==> config.mk <==
export PLATFORM = sky130hd
export DESIGN_NAME = bin_to_digits
export DESIGN_NICKNAME = d
export VERILOG_FILES = /design/src/rtl/bin_to_digits.sv
export SDC_FILE = /design/constraint.sdc
export NUM_CORES = 1
export LEC_CHECK = 0
export CAP_MARGIN = 10
export CORE_UTILIZATION = 30
export DETAILED_ROUTE_END_ITERATION = 10
export GPL_TIMING_DRIVEN = 0
export HOLD_SLACK_MARGIN = 0.06
export PLACE_DENSITY_LB_ADDON = 0.12
export REMOVE_ABC_BUFFERS = 1
export SETUP_SLACK_MARGIN = 0.2
export SYNTH_ARGS = -nofsm -noshare
export SYNTH_HDL_FRONTEND = slang
export SYNTH_SLANG_ARGS = --single-unit
==> constraint.sdc <==
create_clock -name clk -period 2.5 [get_ports clk]
set_clock_uncertainty 0.15 [all_clocks]
set_input_delay 0.5 -clock clk [delete_from_list [all_inputs] [get_ports clk]]
set_output_delay 0.5 -clock clk [all_outputs]
set_load 0.01 [all_outputs]
==> src/rtl/bin_to_digits.sv <==
// rtl/bin_to_digits.sv - signed binary to seven-segment digit codes via iterative double dabble
module bin_to_digits #(
    parameter int WIDTH      = 16,
    parameter int NDIG       = 6,
    parameter bit LEAD_BLANK = 1'b1
) (
    input  logic                clk,
    input  logic                rst,
    input  logic                start,
    input  logic [WIDTH-1:0]    value,
    output logic                ready,
    output logic                done,
    output logic [4*NDIG-1:0]   digits,
    output logic                negative
);

    localparam int BW = 4 * (NDIG - 1);
    localparam int CW = $clog2(WIDTH + 1);

    localparam logic [3:0] CODE_MINUS = 4'd10;
    localparam logic [3:0] CODE_BLANK = 4'd11;

    typedef enum logic [1:0] {IDLE, CONVERT, FORMAT} state_t;

    state_t              state_q, state_d;
    logic [WIDTH-1:0]    mag_q;
    logic [BW-1:0]       bcd_q;
    logic [BW-1:0]       bcd_adj;
    logic [CW-1:0]       cnt_q;
    logic                sign_q;
    logic [4*NDIG-1:0]   fmt_digits;
    int                  msd;

    always_ff @(posedge clk) begin
        if (rst) state_q <= IDLE;
        else     state_q <= state_d;
    end

    always_comb begin
        state_d = state_q;
        ready   = 1'b0;
        case (state_q)
            IDLE: begin
                ready = 1'b1;
                if (start) state_d = CONVERT;
            end
            CONVERT: if (cnt_q == CW'(1)) state_d = FORMAT;
            FORMAT:  state_d = IDLE;
            default: state_d = IDLE;
        endcase
    end

    // add-3 correction applied before every shift
    always_comb begin
        bcd_adj = bcd_q;
        for (int i = 0; i < NDIG - 1; i++) begin
            if (bcd_q[4*i +: 4] >= 4'd5) bcd_adj[4*i +: 4] = bcd_q[4*i +: 4] + 4'd3;
        end
    end

    // msd stays 0 for a zero result so position 0 still shows '0'
    always_comb begin
        msd = 0;
        for (int i = 0; i < NDIG - 1; i++) begin
            if (bcd_q[4*i +: 4] != 4'd0) msd = i;
        end
        fmt_digits = {NDIG{CODE_BLANK}};
        for (int i = 0; i < NDIG; i++) begin
            if (LEAD_BLANK) begin
                if (i < NDIG - 1 && i <= msd) fmt_digits[4*i +: 4] = bcd_q[4*i +: 4];
                else if (sign_q && i == msd + 1) fmt_digits[4*i +: 4] = CODE_MINUS;
            end else begin
                if (i < NDIG - 1) fmt_digits[4*i +: 4] = bcd_q[4*i +: 4];
                else fmt_digits[4*i +: 4] = sign_q ? CODE_MINUS : 4'd0;
            end
        end
    end

    always_ff @(posedge clk) begin
        if (rst) begin
            mag_q    <= '0;
            bcd_q    <= '0;
            cnt_q    <= '0;
            sign_q   <= 1'b0;
            done     <= 1'b0;
            negative <= 1'b0;
            digits   <= {NDIG{CODE_BLANK}};
        end else begin
            done <= 1'b0;
            case (state_q)
                IDLE: if (start) begin
                    sign_q <= value[WIDTH-1];
                    mag_q  <= value[WIDTH-1] ? (~value + WIDTH'(1)) : value;
                    bcd_q  <= '0;
                    cnt_q  <= CW'(WIDTH);
                end
                CONVERT: begin
                    bcd_q <= {bcd_adj[BW-2:0], mag_q[WIDTH-1]};
                    mag_q <= {mag_q[WIDTH-2:0], 1'b0};
                    cnt_q <= cnt_q - CW'(1);
                end
                FORMAT: begin
                    digits   <= fmt_digits;
                    negative <= sign_q;
                    done     <= 1'b1;
                end
                default: ;
            endcase
        end
    end

endmodule

**Yosys cells after proc, flatten, opt, wreduce, memory -nomap -nowiden**

Index checks and enable logic that the tools add are counted.

- Memories: 0
- Bits in latches: 0
- Register bits: 70
- Bits in read-only memories: 0
- RAM bits: 0
- Input bits: 19
- Word-level logic and storage cells: 85
- Output and inout bits: 27

- Multiply operators: 0
- Muxes and demuxes: 32
- Reductions and logical operators: 16
- Add/subtract/negate cells: 8
- Equality and inequality tests: 10
- Bitwise operators: 1
- Order comparisons: 10
- Divide/modulo/power cells: 0
- Shift operators: 0

Operators with widths:

| operator | count |
|---|---|
| $mux 32 | 3 |
| $eq 3x32->1 const A | 2 |
| $eq 4x32->1 const A | 2 |
| $le 3x32->1 const A | 2 |
| $pmux 20 s2 | 1 |
| $mux 4 | 9 |
| $add 32x2->32 const B | 1 |
| $eq 2x32->1 const A | 1 |
| $le 1x32->1 const A | 1 |
| $le 2x32->1 const A | 1 |
| $le 4x32->1 const A | 1 |
| $logic_not 32->1 | 1 |
| $mux 16 | 2 |
| $pmux 16 s2 | 1 |
| $ge 4x3->1 const B | 5 |
| $mux 20 | 1 |
| $add 16x1->16 const B | 1 |
| $add 4x2->4 const B | 4 |
| $not 16->16 | 1 |
| $reduce_bool 4->1 | 4 |
| $pmux 5 s2 | 1 |
| $mux 1 | 9 |
| $logic_and 1x1->1 | 6 |
| $reduce_and 2->1 | 3 |
| 12 further kinds | 14 |

**Longest topological paths before layout**

- Depth after elaboration: 10
- Depth in mapped cells: 6
- Mapped depth without buffers: 6

**Worst setup path after synthesis**

Ideal clock, no wire load.

- Kind: input-to-reg
- Start point: input port value[6]
- End point: register mag_q[11]
- Setup slack: 0.142 ns
- Library setup time: 0.056 ns
- Data required time: 2.294 ns
- Stages on the path: 5
- Data arrival time: 2.152 ns
- Buffers on the path: 1
- Path through: or4_1 -> buf_2 -> or4b_4 -> a2111oi_2 -> a211o_2

- Longest elaborated chain between the ends: 5

RTL lines:

| element | RTL line | source |
|---|---|---|
| start, declared | 10 | `input logic [WIDTH-1:0] value,` |
| $not 16->16 | 93 | `mag_q <= value[WIDTH-1] ? (~value + WIDTH'(1)) : value;` |
| $add 16x1->16 | 93 |  |
| $mux 16 | 93 |  |
| $mux 16 | 91 | `IDLE: if (start) begin` |
| $pmux 16 s2 | 90 | `case (state_q)` |
| end signal, assigned | 93 |  |
| end signal, assigned | 99 | `mag_q <= {mag_q[WIDTH-2:0], 1'b0};` |
| end, declared | 26 | `logic [WIDTH-1:0] mag_q;` |

Every way passes these cells. The select of a mux whose other input is x is not followed.
A chain may end at the register's enable or synchronous reset.

**Worst setup path after layout**

- Start point: input port value[0]
- End point: register mag_q[11]

Same word-level chain as after synthesis.

==> out/results.ini <==
[run_status]
status = finished clean

[floorplanning]
die_width_um = 109
core_sq_mm = 0.0110
die_area_sq_mm = 0.0118
ios = 46
num_rows = 38
die_y_um = 109
start_util = 0.311

[synthesis]
yosysWarningCount = 0
yosysUniqueCellTypes = 51
synth_cells = 405
synth_area_leader_cell = dfxtp_1
synth.top_cell.area_share = 0.393
synth_edf_count = 0
ys.flop_type = dfxtp_1
seq_area_frac_synth = 0.393
synth_area_sq_mm = 0.00341
async_flop_share = 0
synth.area.top_cells = dfxtp_1 39%, a21oi_1 5.4%, ha_1 5.1%
ys_seq_elements = 67
post-synth-top-count-cell = dfxtp_1
synth_area_per_cell_sq_um = 8.43
synth_common_cells = 67 x dfxtp_1, 37 x a21oi_1, 30 x nand2_1

[worst_setup_path]
crit_start = value[0]
critPathKind = primary input to flip-flop
crit_arrival_ns = 2.35
worstPathRequired_ns = 2.63
r2r_start = bcd_q[8]
crit_path_start_kind = primary input
crit_path_end_kind = flip-flop
cp_max_fo = 4

[min_path]
min-delay-start = digits[6]
min_path_type = flip-flop to flip-flop

[cells_and_area]
fillers = 1143
final_cells = 583
drive_gt1_frac = 0.131
area_growth_pct = 28.4
multi_input_area_sq_mm = 0.00200
antenna_cells = 0
seq_area_sq_mm = 0.00134
nets = 471

[sta]
drv_slew = 0
slew_headroom = 0.274
tightestPinTransition_ns = 1.09
grt_setup_unrepaired = false
min_period_over_period = 0.887
hold_violations = 0
layout_min_cycle_time_ns = 2.22
setup_tns_ns = 0
finalSetupViolations = 0
fin_hold_ws_ns = 0.302
fmax_mhz = 451

[global_routing]
grt_pass1_vias = 2878
grt_overflow = 0
antenna_found_initial = 0
grt_usage = 0.152
grt_pass1_wl_um = 14000
grt_max_degree = 43

[route]
firstDrtPassIters = 4
wl_per_cell_um = 14.2
viasPerCell = 5.12
drtIter0Drc = 110
num_vias = 2986
drc = 0
ant_nets = 0
finalWirelength_um = 8260

[placement]
gp_congestion = 0.748
dpl.hpwl_um = 5550
dp_cells = 563
port_buffers = 42

[cts]
cts_tree = built
clockBufferDepth = 2
numCtsBuffers = 9
clk_pin_slew_worst_paths_ns = 0.06
clock_latency_ns = 0.33
h-tree-depth = 3
cts_sinks = 67
cts-root-buf = clkbuf_16

[run]
maxCapViolations = 0

[power]
peakVddDrop_mv = 0.319
p_per_area_mw_per_mm2 = 612
cellLeakagePower_nw = 1.65
totalPowerFinal_w = 0.00268

[through the flow]
step	instance area, sq um	setup WS [ns]	util
floorplan	3290	0.157	-
global placement	3890	-1.72	0.354
detailed placement	3950	-0.527	0.360
CTS	4340	0.163	0.395
global route	4380	0.208	0.399
finish	4380	0.281	0.399
[power breakdown]
part | total [W] | switching [W] | internal (W)
registers | 0.00113 | 0.0000239 | 0.00110
logic | 0.000275 | 0.000163 | 0.000113
clock network | 0.00128 | 0.000483 | 0.000799
[critical path: stages]
cell and delay, ns:
dlygate4sd2_1 0.27, or4_4 0.58, or4b_4 0.56, a2111oi_4 0.30
a211o_2 0.14
[layout by cell type (no fill, tap or decap), types with 9 or more instances in the layout]
cell and n:
dfxtp_1 67, a21oi_1 37, clkdlybuf4s50_1 31, nand2_1 30, nor2_1 27, o21ai_0 22
inv_1 17, nor3_1 13, ha_1 12, a22o_1 10, nand3_1 10, nand2b_1 9
clkbuf_16 9
[worst paths after layout]
check,to,slack (ns),cells past startpoint
worst min-delay path,digits[6],0.30,2
worst min register to register,digits[6],0.30,2
worst max register to register,digits[8],0.32,6
worst max-delay path,mag_q[11],0.28,5
[layer usage]
layer | track usage | up-vias | wire (um) | share of wire
li1 | - | 1525 | - | -
met1 | 0.197 | 1390 | 4040 | 0.49
met2 | 0.248 | 60 | 3760 | 0.46
met3 | 0.0269 | 11 | 324 | 0.039
met4 | 0.0637 | 0 | 133 | 0.016
met5 | 0 | - | 0 | 0
[logic make-up after synthesis]
| group | count (synthesis) | share of synthesized area |
|---|---|---|
| other | 2 | 0.00220 |
| adders and majority gates | 14 | 0.0513 |
| AOI/OAI and AO/OA | 113 | 0.216 |
| buffers and inverters | 46 | 0.0546 |
| and+or+nand+nor | 143 | 0.228 |
| DFF | 67 | 0.393 |
| muxes | 8 | 0.0242 |
| xor gates and xnor gates | 12 | 0.0308 |
[state kept, by name (all words and copies together), names as in the netlist]
name and flops:
bcd_q 20, cnt_q 5, digits 21, done 1, mag_q 16, negative 1
sign_q 1, state_q 2
[repair_timing]
action                     CTS  global route
buffers inserted             4             0
pin swaps                    5             1
hold buffers                 0             0
setup endpoints to repair    8            18
hold endpoints to repair     0             0
gates resized for setup     16            13
[area by class of cell]
class                   count  share of cell area
clock buffers              10              0.0545
clock inverters             6              0.0146
inverters                  17              0.0146
multi-input cells         293               0.455
flip-flops and latches     67               0.306
well taps                 140              0.0400
repair buffers             50               0.115
No activity file was read; power rests on OpenSTA's default activity.
